### src/rtl/regfile_pkg.sv
// Shared constants and types for the register-file writeback scheduler.
// Includes a population-count helper used for the outstanding-write counter.
package regfile_pkg;

  localparam int DATA_W   = 32;
  localparam int REG_AW   = 4;
  localparam int NUM_REGS = 16;

  typedef logic [REG_AW-1:0] reg_idx_t;

  localparam reg_idx_t REG_ZERO = {REG_AW{1'b0}};

  function automatic logic [REG_AW:0] popcount(input logic [NUM_REGS-1:0] vec);
    logic [REG_AW:0] cnt;
    cnt = {(REG_AW+1){1'b0}};
    for (int i = 0; i < NUM_REGS; i++) begin
      cnt = cnt + {{REG_AW{1'b0}}, vec[i]};
    end
    return cnt;
  endfunction

endpackage

### src/rtl/regfile_wb_scheduler_arb.sv
// Two-requester round-robin arbiter; after any grant the other requester is preferred.
module rr_arbiter2 (
  input  logic       clk,
  input  logic       rst,
  input  logic [1:0] req,
  output logic [1:0] gnt
);

  // ptr_r = 0 prefers req[0], 1 prefers req[1]
  logic ptr_r;

  // Grant selection
  always_comb begin
    gnt = 2'b00;
    case (req)
      2'b01:   gnt = 2'b01;
      2'b10:   gnt = 2'b10;
      2'b11:   gnt = ptr_r ? 2'b10 : 2'b01;
      default: gnt = 2'b00;
    endcase
  end

  // Pointer update
  always_ff @(posedge clk) begin
    if (rst) begin
      ptr_r <= 1'b0;
    end else if (gnt[0]) begin
      ptr_r <= 1'b1;
    end else if (gnt[1]) begin
      ptr_r <= 1'b0;
    end else begin
      ptr_r <= ptr_r;
    end
  end

endmodule

### src/rtl/regfile_wb_scheduler.sv
// Register-file write scheduler: pending-write scoreboard, RAW/WAW issue stall and
// round-robin sharing of the single write port between ALU (wb0) and load (wb1) results.
module regfile_wb_scheduler
  import regfile_pkg::*;
(
  input  logic              clk,
  input  logic              rst,
  input  logic              issue_valid,
  output logic              issue_ready,
  input  reg_idx_t          issue_rs1,
  input  reg_idx_t          issue_rs2,
  input  reg_idx_t          issue_rd,
  input  logic              issue_wr,
  input  logic              wb0_valid,
  output logic              wb0_ready,
  input  reg_idx_t          wb0_rd,
  input  logic [DATA_W-1:0] wb0_data,
  input  logic              wb1_valid,
  output logic              wb1_ready,
  input  reg_idx_t          wb1_rd,
  input  logic [DATA_W-1:0] wb1_data,
  output reg_idx_t          rf_dest,
  output logic [DATA_W-1:0] rf_din,
  output logic [REG_AW:0]   outstanding,
  output logic              wb_err
);

  logic [NUM_REGS-1:0] pend_r;
  logic [NUM_REGS-1:0] pend_nxt_s;
  logic [1:0]          gnt_s;
  logic                issue_fire_s;
  logic                wb_xfer_s;
  reg_idx_t            wb_rd_s;
  logic [DATA_W-1:0]   wb_data_s;
  logic                wb_orphan_s;

  rr_arbiter2 u_arb (
    .clk (clk),
    .rst (rst),
    .req ({wb1_valid, wb0_valid}),
    .gnt (gnt_s)
  );

  assign wb0_ready = gnt_s[0];
  assign wb1_ready = gnt_s[1];
  assign wb_xfer_s = gnt_s[0] | gnt_s[1];

  // Hazard check sees only registered pend: a writeback completing this cycle does not unblock issue
  assign issue_ready  = ~(pend_r[issue_rs1] | pend_r[issue_rs2] | (issue_wr & pend_r[issue_rd]));
  assign issue_fire_s = issue_valid & issue_ready;

  // Granted writeback source mux
  always_comb begin
    if (gnt_s[1]) begin
      wb_rd_s   = wb1_rd;
      wb_data_s = wb1_data;
    end else begin
      wb_rd_s   = wb0_rd;
      wb_data_s = wb0_data;
    end
  end

  assign wb_orphan_s = wb_xfer_s & (wb_rd_s != REG_ZERO) & ~pend_r[wb_rd_s];

  // Scoreboard next state; set is applied after clear so it wins on a collision
  always_comb begin
    pend_nxt_s = pend_r;
    if (wb_xfer_s) begin
      pend_nxt_s[wb_rd_s] = 1'b0;
    end else begin
      pend_nxt_s = pend_r;
    end
    if (issue_fire_s && issue_wr) begin
      pend_nxt_s[issue_rd] = 1'b1;
    end else begin
      pend_nxt_s[0] = 1'b0;
    end
    pend_nxt_s[0] = 1'b0;
  end

  // Scoreboard, counter and register-file write port registers
  always_ff @(posedge clk) begin
    if (rst) begin
      pend_r      <= {NUM_REGS{1'b0}};
      outstanding <= {(REG_AW+1){1'b0}};
      rf_dest     <= REG_ZERO;
      rf_din      <= {DATA_W{1'b0}};
      wb_err      <= 1'b0;
    end else begin
      pend_r      <= pend_nxt_s;
      outstanding <= popcount(pend_nxt_s);
      rf_dest     <= wb_xfer_s ? wb_rd_s : REG_ZERO;
      rf_din      <= wb_xfer_s ? wb_data_s : rf_din;
      wb_err      <= wb_err | wb_orphan_s;
    end
  end

endmodule

### config.mk
export PLATFORM = sky130hd
export DESIGN_NAME = regfile_wb_scheduler
export DESIGN_NICKNAME = d
export VERILOG_FILES = /design/src/rtl/regfile_pkg.sv /design/src/rtl/regfile_wb_scheduler_arb.sv /design/src/rtl/regfile_wb_scheduler.sv
export SDC_FILE = /design/constraint.sdc
export NUM_CORES = 1
export LEC_CHECK = 0
export CAP_MARGIN = 30
export CORE_UTILIZATION = 49
export DETAILED_ROUTE_END_ITERATION = 8
export GPL_TIMING_DRIVEN = 0
export PLACE_DENSITY = 0.92
export SLEW_MARGIN = 10
export SYNTH_ARGS = -nofsm -noshare
export SYNTH_HDL_FRONTEND = slang
export SYNTH_SLANG_ARGS = --single-unit
### constraint.sdc
create_clock -name clk -period 16.9 [get_ports clk]
set_input_delay 3.38 -clock clk [delete_from_list [all_inputs] [get_ports clk]]
set_output_delay 3.38 -clock clk [all_outputs]
set_load 0.03 [all_outputs]
# Word level (Yosys, flattened, before mapping)
# Index checks and enable logic that the tools add are counted.
# W data, S select, Z words.
# word_totals
ff_bits,59
input_bits,90
output_inout_bits,45
# classes
addsub,14
order_cmp,6
n_eq_ne,3
muxes,20
bitwise,14
reduce_logical,6
# ops
cell,n
$add A5 B1 Y5,10
$mux W32,1
$lt A4 B5 Y1 const B,4
$and A16 B16 Y16,1
$bmux W1 S4,4
$mux W16,1
$not A16 Y16,1
$or A16 B16 Y16,1
$mux W15,1
$demux W1 S4,2
$ge A4 B1 Y1 const B,2
$mux W1,8
$pmux W2 S3,1
$add A4 B1 Y5,1
$add A3 B1 Y4,1
$and A1 B1 Y1,4
$eq A2 B2 Y1 const B,2
$mux W4,1
$or A1 B1 Y1,4
$reduce_bool A4 Y1,1
$add A2 B1 Y3,1
$logic_and A1 B1 Y1,3
$not A1 Y1,3
$add A1 B1 Y2,1
4 further kinds,4

# Longest topological paths before layout
# logic_depth
word_depth,26
depth_mapped,20

# Modules after synthesis
# From an unflattened synthesis, not the netlist that was laid out.
# hier_totals
cells_unflattened,411
area_unflattened_um2,3562.2
# modules_own_cells
mod,n_inst,cells_per_inst,area_each_um2,seq_area_each_um2
regfile_wb_scheduler,1,405,3512.1,1121.1
rr_arbiter2,1,6,50.0,20.0

# Worst setup path before layout
# Ideal clock, no wire load.
# synth_path
path_type,in2out
from,in issue_rs2[2]
to,out issue_ready
arrival_ns,5.197
t_required_ns,13.520
path_slack_ns,8.323
cell_stages,5
path_buffers,1
cell_sequence,clkbuf_1 > mux4_2 > mux2i_1 > mux2i_1 > nor4_1
# synth_between
elab_chain_len,5
# synth_rtl
element,line_no,text
from (decl),regfile_wb_scheduler.sv:11,"input reg_idx_t issue_rs2,"
$bmux W1 S4,regfile_wb_scheduler.sv:49,assign issue_ready = ~(pend_r[issue_rs1] | pend_r[issue_rs2] | (issue_wr & pend_r[issue_rd]));
$mux W1 (not written as such),regfile_wb_scheduler.sv:49,
$or A1 B1 Y1 (2 in series),regfile_wb_scheduler.sv:49,
$not A1 Y1,regfile_wb_scheduler.sv:49,
to (decl),regfile_wb_scheduler.sv:9,"output logic issue_ready,"
# Every way passes these cells. The select of a mux whose other input is x is not followed.

# Worst setup path after layout
# layout_path
from,in issue_rd[1]
to,out issue_ready
# layout_between
elab_chain_len,5
# layout_rtl
element,line_no,text
from (decl),regfile_wb_scheduler.sv:12,"input reg_idx_t issue_rd,"
$bmux W1 S4,regfile_wb_scheduler.sv:49,
$mux W1 (not written as such),regfile_wb_scheduler.sv:49,
$and A1 B1 Y1,regfile_wb_scheduler.sv:49,
$or A1 B1 Y1,regfile_wb_scheduler.sv:49,
$not A1 Y1,regfile_wb_scheduler.sv:49,
# Every way passes these cells. The select of a mux whose other input is x is not followed.

==> run summary <==
Grt met3 use - 0.06925
CTS Buf Count - 9
Area Overhead vs Synth - 43.21%
I/O Buffers - 130
WP data arrival - 5.89 ns
Top cells by count, synth - 57 x dfxtp_1, 46 x mux2i_1, 40 x nor2_1
Post-CTS setup buffer count - 0
Worst-Margin Slew - 0.7169 ns
DP Wirelength - 9094 um
EDFF count, synth - 0
CP endpoint kind - primary output
GPL Wtd Cong - 0.9175
CP Data Required Time - 13.52 ns
P_leak - 1.976 nW
Die Area - 7970 um2
Share of layout cells above drive strength 1 - 0.05496
Vias - 4041
H-tree Lvls - 3
Crit path launch - issue_rd[1]
Diode count - 0
CTS sink count - 57
Hold Path Class - flip-flop to flip-flop
CTS resizes - 0
DP Cell Count - 647
Synthesized cell area - 3732 um2
GR Util met1 - 0.3585
Final ANT Viol Nets - 0
Cell count after synthesis - 418
Non-Filler Instances - 663
Nets - 661
RSZ-0062 raised after global routing - no
GR peak layer - met2
Die Ht - 89.28 um
Final Max Slew Viols - 0
Remaining global-route overflow - 0
Number of synthesis warnings - 0
XOR/XNOR Fraction of Synth Area - 0.002347
Largest net degree at the start of global routing - 11
Core area - 7292 um2
Outcome - complete, no violations
Fillers - 533
Post-CTS Hold Buffers - 0
Dominant cell type by area after synthesis - dfxtp_1
Synth Area in Compound Gates - 0.2102
Fmax - 0.1079 GHz
Setup ws final - 7.635 ns
Global-route wire length before repair - 18290 um
Initial Utilization - 0.5118
Reg clk slew, reported paths - 0.06 ns
Worst skew pair latency - 0.34 ns
Top Ports - 135
Post-Synth Adder-Cell Area - 0.06034
Area share of the largest cell type after synthesis - 0.3057
CTS tree - yes
Fin Setup TNS - 0 ns
Routed wire per std cell - 18.18 um
Reg2Reg Launch Point - u_arb.ptr_r$_SDFFE_PP0N_
Setup Crit Path Kind - primary input to primary output
Slew HR - 0.5221
Drt via density - 6.095
Pre-CTS setup slack - 7.653 ns
Max-cap violations - 0
Clk_skew - 0.01101 ns
CTS Buffer Depth - 2
Hold_sp - wb_err$_SDFF_PP0_
DR DRC count - 0
CP Max Fanout - 10
Fraction of registers with async set or reset after synthesis - 0
Post-synthesis mux area share - 0.1827
# rows - 31
Largest family of logic cells by synthesized area - compound AO/OA/AOI/OAI gates
Met2 Use GR - 0.5066
Final WL - 12050 um
Fin. Hold Viols - 0
Final period utilization - 0.5482
Vias in the first global route - 3816
Synth Register Bits - 57
Initial drt markers - 439
Router iterations before antenna repair - 5
Pwr Density - 70.94 nW/um2
Ranking of synthesized cells by area - dfxtp_1 31%, mux2i_1 12%, a2111oi_0 5.4%, fa_1 5.4%, nor3b_1 5.0%
Top FF cell, synth - dfxtp_1
Final min period - 9.265 ns
Root Driver - clkbuf_8
Syn_area_per_cell - 8.929 um2
Post-synthesis simple-gate area fraction - 0.1857
VDD IR max - 0.04219 mV
Startpoint Class - primary input
Most numerous cell in the Yosys netlist - dfxtp_1
Die outline width - 89.28 um
Syn nets - 520
Seq/Total Area, Yosys - 0.3057
Distinct cells, synth - 49
Initial antenna violation count - 0
Total track usage - 0.3006
Final Setup Violations - 0
==> worst max-delay path: stages <==
cell and delay (ns):
clkdlybuf4s50_1 0.52, clkbuf_1 0.37, mux4_1 0.38, mux2i_1 0.15, nor3_1 0.10, nor4_1 0.27
clkdlybuf4s50_1 0.71
==> cell type report <==
cell class | instances | area [um2] | share of cell area
Tap cell | 99 | 123.9 | 0.02317
Inverter | 14 | 52.55 | 0.009831
Timing Repair Buffer | 130 | 1301 | 0.2434
Sequential cell | 57 | 1141 | 0.2135
Multi-Input combinational cell | 313 | 2397 | 0.4485
Clock buffer | 11 | 131.4 | 0.02458
Buffer | 34 | 141.4 | 0.02645
Clock inverter | 5 | 56.30 | 0.01053
==> path summary, 6_finish.rpt <==
kind / end / slack [ns] / cells after the start
setup / recovery: issue_ready / 7.63 / 7
hold / removal: wb_err$_SDFF_PP0_ / 0.47 / 2
setup reg to reg: outstanding[1]$_SDFF_PP0_ / 11.14 / 19
hold reg to reg: wb_err$_SDFF_PP0_ / 0.47 / 2
==> cell usage in the layout, fill, tap and decap left out, types with 14 or more instances in the layout <==
cell,synthesis,final
clkbuf_1,23,25
inv_1,14,14
nor3b_1,25,25
a2111oi_0,23,23
nor2_1,40,40
clkdlybuf4s50_1,0,130
o21ai_0,27,27
nand2_1,15,15
mux2i_1,46,46
dfxtp_1,57,57
==> flip-flops by register name, summed over array words and instances, names as in the netlist <==
register and flops:
u_arb.ptr_r 1, wb_err 1, pend_r 15, rf_din 32
outstanding 4, rf_dest 4
==> power by group <==
group | switching (mW) | total (mW) | internal, mW
sequential | 0.00469 | 0.148 | 0.143
combinational | 0.0567 | 0.108 | 0.0510
clock | 0.0559 | 0.124 | 0.0679
total | 0.117 | 0.379 | 0.262
==> kinds of logic after synthesis <==
kind of cell               Yosys count
AOI/OAI and AO/OA                  116
xor gates and xnor gates             1
adders and majority gates           12
buffers and inverters               48
DFF                                 57
muxes                               56
other                                1
and+or+nand+nor                    127
==> metal layers <==
layer | vias to the layer above | wire length, um
met1 | 1890 | 4726
met3 | 58 | 1094
met4 | 0 | 464
li1 | 1838 | -
met2 | 255 | 5769
met5 | - | 0
==> metrics by stage <==
stage                     cell area [um2]  power [mW]    util  hold slack, ns
after detailed placement             5157      0.2566  0.7073          0.4593
after floorplan                      3732      0.2053       -          0.5172
after global placement               5157      0.2535  0.7073          0.4644
after global routing                 5345      0.3926  0.7330          0.4996
final                                5345      0.3792  0.7330          0.4741
after CTS                            5345      0.3782  0.7330          0.4788
(Power assumes the default switching activity.)
